## config.mk

```make
export PLATFORM = sky130hd
export DESIGN_NAME = memory_arbiter
export DESIGN_NICKNAME = d
export VERILOG_FILES = /design/src/rtl/memory_arbiter.sv
export SDC_FILE = /design/constraint.sdc
export NUM_CORES = 1
export LEC_CHECK = 0
export CAP_MARGIN = 20
export CORE_ASPECT_RATIO = 0.8
export CORE_MARGIN = 2
export CORE_UTILIZATION = 30
export CTS_CLUSTER_SIZE = 8
export DETAILED_ROUTE_END_ITERATION = 16
export PLACE_DENSITY = 0.63
export SETUP_SLACK_MARGIN = 0.1
export SLEW_MARGIN = 20
export SYNTH_ARGS = -nofsm -noshare
export SYNTH_HDL_FRONTEND = slang
export SYNTH_SLANG_ARGS = --single-unit
```

## constraint.sdc

```tcl
create_clock -name CLK -period 3.1 [get_ports CLK]
set_clock_uncertainty 0.15 [all_clocks]
set_input_delay 0.62 -clock CLK [delete_from_list [all_inputs] [get_ports CLK]]
set_output_delay 0.62 -clock CLK [all_outputs]
set_load 0.02 [all_outputs]
```

## src/rtl/memory_arbiter.sv

```systemverilog
// Shares one single-ported RAM between the instruction-fetch and data ports.
// The optional macro ARB_ROUND_ROBIN_EN alternates grants on contention; the default gives data fixed priority.
module memory_arbiter #(
  parameter int unsigned MAX_WAIT = 255
) (
  input  logic        CLK,
  input  logic        nRST,
  input  logic        halt,
  input  logic        iREN,
  input  logic [31:0] iaddr,
  output logic [31:0] iload,
  output logic        ihit,
  input  logic        dREN,
  input  logic        dWEN,
  input  logic [31:0] daddr,
  input  logic [31:0] dstore,
  output logic [31:0] dload,
  output logic        dhit,
  output logic        ramREN,
  output logic        ramWEN,
  output logic [31:0] ramaddr,
  output logic [31:0] ramstore,
  input  logic [31:0] ramload,
  input  logic        ram_ready,
  output logic        mem_err
);

  typedef enum logic [1:0] {IDLE, IACC, DACC} state_t;

  state_t      state, state_next;
  logic [31:0] addr_q, store_q;
  logic        wr_q;
  logic [7:0]  wait_cnt;
  logic        i_req, d_req, grant_i, grant_d;
  logic        in_acc, done, timeout;

  assign i_req = iREN & ~halt;
  assign d_req = dREN | dWEN;

`ifdef ARB_ROUND_ROBIN_EN
  // last_d: 1 when the most recent grant went to the data port.
  logic last_d;
  assign grant_d = d_req & (~i_req | ~last_d);

  always_ff @(posedge CLK or negedge nRST) begin
    if (!nRST)
      last_d <= 1'b0;
    else if (state == IDLE && grant_d)
      last_d <= 1'b1;
    else if (state == IDLE && grant_i)
      last_d <= 1'b0;
  end
`else
  assign grant_d = d_req;
`endif

  assign grant_i = i_req & ~grant_d;
  assign in_acc  = (state != IDLE);
  assign done    = in_acc & ram_ready;
  // Abort on the cycle whose stall would take the count to MAX_WAIT; ready in that cycle still wins.
  assign timeout = in_acc & ~ram_ready & (wait_cnt == 8'(MAX_WAIT - 1));

  // NOTE: every combinational output gets a default first so no path can infer a latch.
  always_comb begin
    state_next = state;
    ramREN     = 1'b0;
    ramWEN     = 1'b0;
    ramaddr    = '0;
    ramstore   = '0;
    unique case (state)
      IDLE: begin
        if (grant_d)      state_next = DACC;
        else if (grant_i) state_next = IACC;
      end
      IACC: begin
        ramREN  = 1'b1;
        ramaddr = addr_q;
        if (done || timeout) state_next = IDLE;
      end
      DACC: begin
        ramREN   = ~wr_q;
        ramWEN   = wr_q;
        ramaddr  = addr_q;
        ramstore = store_q;
        if (done || timeout) state_next = IDLE;
      end
      default: state_next = IDLE;
    endcase
  end

  // NOTE: sequential state uses non-blocking assignments so every register samples pre-edge values.
  always_ff @(posedge CLK or negedge nRST) begin
    if (!nRST) state <= IDLE;
    else       state <= state_next;
  end

  always_ff @(posedge CLK or negedge nRST) begin
    if (!nRST) begin
      addr_q   <= '0;
      store_q  <= '0;
      wr_q     <= 1'b0;
      wait_cnt <= '0;
      ihit     <= 1'b0;
      dhit     <= 1'b0;
      mem_err  <= 1'b0;
      iload    <= '0;
      dload    <= '0;
    end else begin
      ihit    <= (state == IACC) & (done | timeout);
      dhit    <= (state == DACC) & (done | timeout);
      mem_err <= timeout;

      if (state == IDLE) begin
        if (grant_d) begin
          addr_q   <= daddr;
          store_q  <= dstore;
          wr_q     <= dWEN;
          wait_cnt <= '0;
        end else if (grant_i) begin
          addr_q   <= iaddr;
          store_q  <= '0;
          wr_q     <= 1'b0;
          wait_cnt <= '0;
        end
      end else if (!ram_ready) begin
        wait_cnt <= wait_cnt + 8'd1;
      end

      if (state == IACC && done)         iload <= ramload;
      else if (state == IACC && timeout) iload <= '0;

      if (state == DACC && done && !wr_q) dload <= ramload;
      else if (state == DACC && timeout)  dload <= '0;
    end
  end

endmodule
```

==> qor.csv <==
metric;value;unit
synth.largest_area_cell;sky130_fd_sc_hd__dfrtp_1;
post-route-period-util;0.935;
die_width;164;µm
wl;17500;µm
async_reset_ff_frac;1.00;
synthesis.nets;713;
clk_transition_reported_paths;60;ps
place.gp.congestion;0.775;
ys_top_cells_by_area;sky130_fd_sc_hd__dfrtp_1 58%, sky130_fd_sc_hd__a22o_1 9.2%, sky130_fd_sc_hd__and2_1 6.6%, sky130_fd_sc_hd__nand2_1 6.3%, sky130_fd_sc_hd__mux2i_1 5.5%;
worst_slew_pin_slew;643;ps
crit_path_cell_trace;inv_1, ha_1, buf_8, and2_1, clkdlybuf4s50_1;
path_category_of_the_worst_min_delay_check;in -> async;
grt_start_max_net_pins;104;
cts_buffers;17;
number_of_enable_flip_flop_cells_after_synthesis;0;
finalSetupViolations;0;
power.leakage;5.03;nW
viasPerCell;4.59;
antenna_violations_before_repair;0;
cts_tree;done;
synth_top_area_share;0.577;
path_class;reg -> out;
post_synth_instance_area;6150;µm²
synth_commonest_cells;142 x sky130_fd_sc_hd__dfrtp_1, 104 x sky130_fd_sc_hd__nand2_1, 65 x sky130_fd_sc_hd__a22o_1, 65 x sky130_fd_sc_hd__and2_1, 36 x sky130_fd_sc_hd__clkbuf_1;
critical_path_required;2330;ps
grt_pass1_vias;5246;
status;completed;
synth_seq_cells;142;
detailedRoute.firstPassIterationCount;4;
pin_count;268;
post-synth-top-count-cell;sky130_fd_sc_hd__dfrtp_1;
port_buffers;267;
critPathMaxStageDelay;620;ps
synth_ff_type;sky130_fd_sc_hd__dfrtp_1;
clock_tree.root_cell;sky130_fd_sc_hd__clkbuf_16;
grt_pass1_wl;28000;µm
gr-usage-all-layers;0.162;
worstSetupStartpointType;register;
clkSinkCount;142;
area_growth_syn_to_layout;60.9;%
cts.hold.buffers_added;0;
die-area;21700;µm²
report.final.hold_viol_count;0;
clock_path_buffers;2;
coreArea;20000;µm²
power_per_cell_area;961;nW/µm²
timing.slew.headroom;0.571;
placed_cells;1074;
report.final.slew_viol_count;0;
timing.critical_path.arrival;2130;ps
detail-route-antenna-nets;0;
synthCells;573;
num_vias;5074;
initial_core_utilization;0.308;
layout.nets;969;
drt-wirelength-per-cell;15.8;µm
post_route_drc_violation_count;0;
tns;0;ps
yosysWarnings;0;
worstPathMaxFanout;33;
kind_of_capture_point_of_the_worst_setup_path;output port;
die_height;132;µm
final_cell_count_no_fill;1106;
synth_sequential_area_ratio;0.577;
critPathTopFamily;buffers and inverters;
clk_latency;420;ps
h-tree-depth;4;
max_clock_freq;0.345;GHz
globalRoute.totalOverflow;0;
cp_slowest_cell;sky130_fd_sc_hd__clkdlybuf4s50_1;
first_iter_violations;279;
dp_hpwl;12000;µm
postSynthAreaPerCell;10.7;µm²
timing.max_cap.violations;0;
num_antenna_cells;0;
vdd_drop_max;0.480;mV
fraction_of_layout_instances_using_a_drive_strength_above_1;0.0677;
core.rowCount;46;
fin_crit;2900;ps
synth_cell_types;35;
grt_setup_unrepaired;yes;
critPathBufInv;3;
-- metrics by stage --
stage	hold slack, ps	utilization	setup WS [ps]	area, µm²	power (mW)
global placement	306	0.459	579	9160	7.57
floorplan	174	-	912	6150	5.43
detailed placement	313	0.459	557	9160	7.61
global route	109	0.496	66.5	9900	10.1
CTS	79.9	0.489	104	9760	9.72
finish	55.3	0.496	203	9900	9.52
-- what timing repair did --
item | in CTS | in global routing
endpoints found under the hold margin | 0 | 0
setup buffers | 0 | 0
endpoints found under the setup margin | 0 | 66
gates resized for setup | 0 | 57
-- cell families after synthesis --
kind of cell | Yosys count | share of synthesized area
buf+inv | 49 | 0.0358
simple gates | 199 | 0.157
mux | 34 | 0.0553
compound gates | 144 | 0.164
fa+ha+maj | 5 | 0.0102
flops | 142 | 0.577
-- final timing paths --
path,start,end,slack [ps],depth (start not counted)
setup / recovery,state[0]$_DFFE_PN0P_,ramstore[6],200,5
hold / removal,nRST,store_q[1]$_DFFE_PN0P_,60,1
setup reg to reg,state[0]$_DFFE_PN0P_,dload[0]$_DFFE_PN0P_,930,8
hold reg to reg,addr_q[31]$_DFFE_PN0P_,addr_q[31]$_DFFE_PN0P_,320,2
max in group asynchronous,nRST,addr_q[23]$_DFFE_PN0P_,2040,2
min in group CLK,addr_q[31]$_DFFE_PN0P_,addr_q[31]$_DFFE_PN0P_,320,2
-- report_power, final --
part / total (mW) / switching, mW / leakage, nW / internal (mW)
Clock: 2.05 / 0.900 / 0.288 / 1.15
Sequential: 3.06 / 0.426 / 1.81 / 2.63
Combinational: 4.41 / 2.27 / 2.93 / 2.14
Total: 9.52 / 3.59 / 5.03 / 5.93
-- layout make-up --
cell class | instances | area [µm²]
Tap cell | 264 | 330
Multi-Input combinational cell | 382 | 2410
Clock inverter | 15 | 171
Sequential cell | 142 | 3550
Inverter | 4 | 15.0
Timing Repair Buffer | 282 | 2990
Clock buffer | 17 | 425
Fill cell | 1812 | 10100
-- sequential cells by signal (all words and copies together), names as in the netlist --
signal and count:
wait_cnt 8, dhit 1, dload 32, ihit 1
iload 32, wr_q 1, state 2, store_q 32
mem_err 1, addr_q 32
-- worst register-to-register path: stages (launching register included) --
cell and delay (ps):
sky130_fd_sc_hd__dfrtp_1 390, sky130_fd_sc_hd__inv_1 80, sky130_fd_sc_hd__ha_1 190, sky130_fd_sc_hd__buf_4 170, sky130_fd_sc_hd__nand2b_1 230, sky130_fd_sc_hd__nor3b_2 410, sky130_fd_sc_hd__buf_12 250, sky130_fd_sc_hd__nand2_1 110
sky130_fd_sc_hd__a21oi_1 130
-- cell usage in the layout, fill, tap and decap left out, types with 2 or more instances in the layout --
master / count
sky130_fd_sc_hd__o21ai_0: 27
sky130_fd_sc_hd__and2_1: 65
sky130_fd_sc_hd__nand2_1: 104
sky130_fd_sc_hd__a31oi_1: 3
sky130_fd_sc_hd__ha_1: 5
sky130_fd_sc_hd__nand3_1: 8
sky130_fd_sc_hd__clkbuf_16: 17
sky130_fd_sc_hd__buf_12: 5
sky130_fd_sc_hd__nor2b_1: 3
sky130_fd_sc_hd__buf_4: 9
sky130_fd_sc_hd__clkinvlp_4: 2
sky130_fd_sc_hd__dfrtp_1: 142
sky130_fd_sc_hd__inv_8: 4
sky130_fd_sc_hd__mux2i_1: 34
sky130_fd_sc_hd__or3b_1: 2
sky130_fd_sc_hd__inv_1: 3
sky130_fd_sc_hd__clkinv_8: 2
sky130_fd_sc_hd__a22o_1: 65
sky130_fd_sc_hd__clkdlybuf4s50_1: 211
sky130_fd_sc_hd__dlymetal6s2s_1: 55
sky130_fd_sc_hd__o21ai_1: 8
sky130_fd_sc_hd__inv_6: 5
sky130_fd_sc_hd__nor2_1: 7
sky130_fd_sc_hd__a21oi_1: 33
-- metal layers --
layer	track usage	up-vias	wire length, µm
met3	0.0525	17	1400
met4	0.0473	0	234
met5	0	-	0
met2	0.255	172	8030
li1	-	2492	-
met1	0.214	2393	7790
Power figures use the tool's default switching activity.
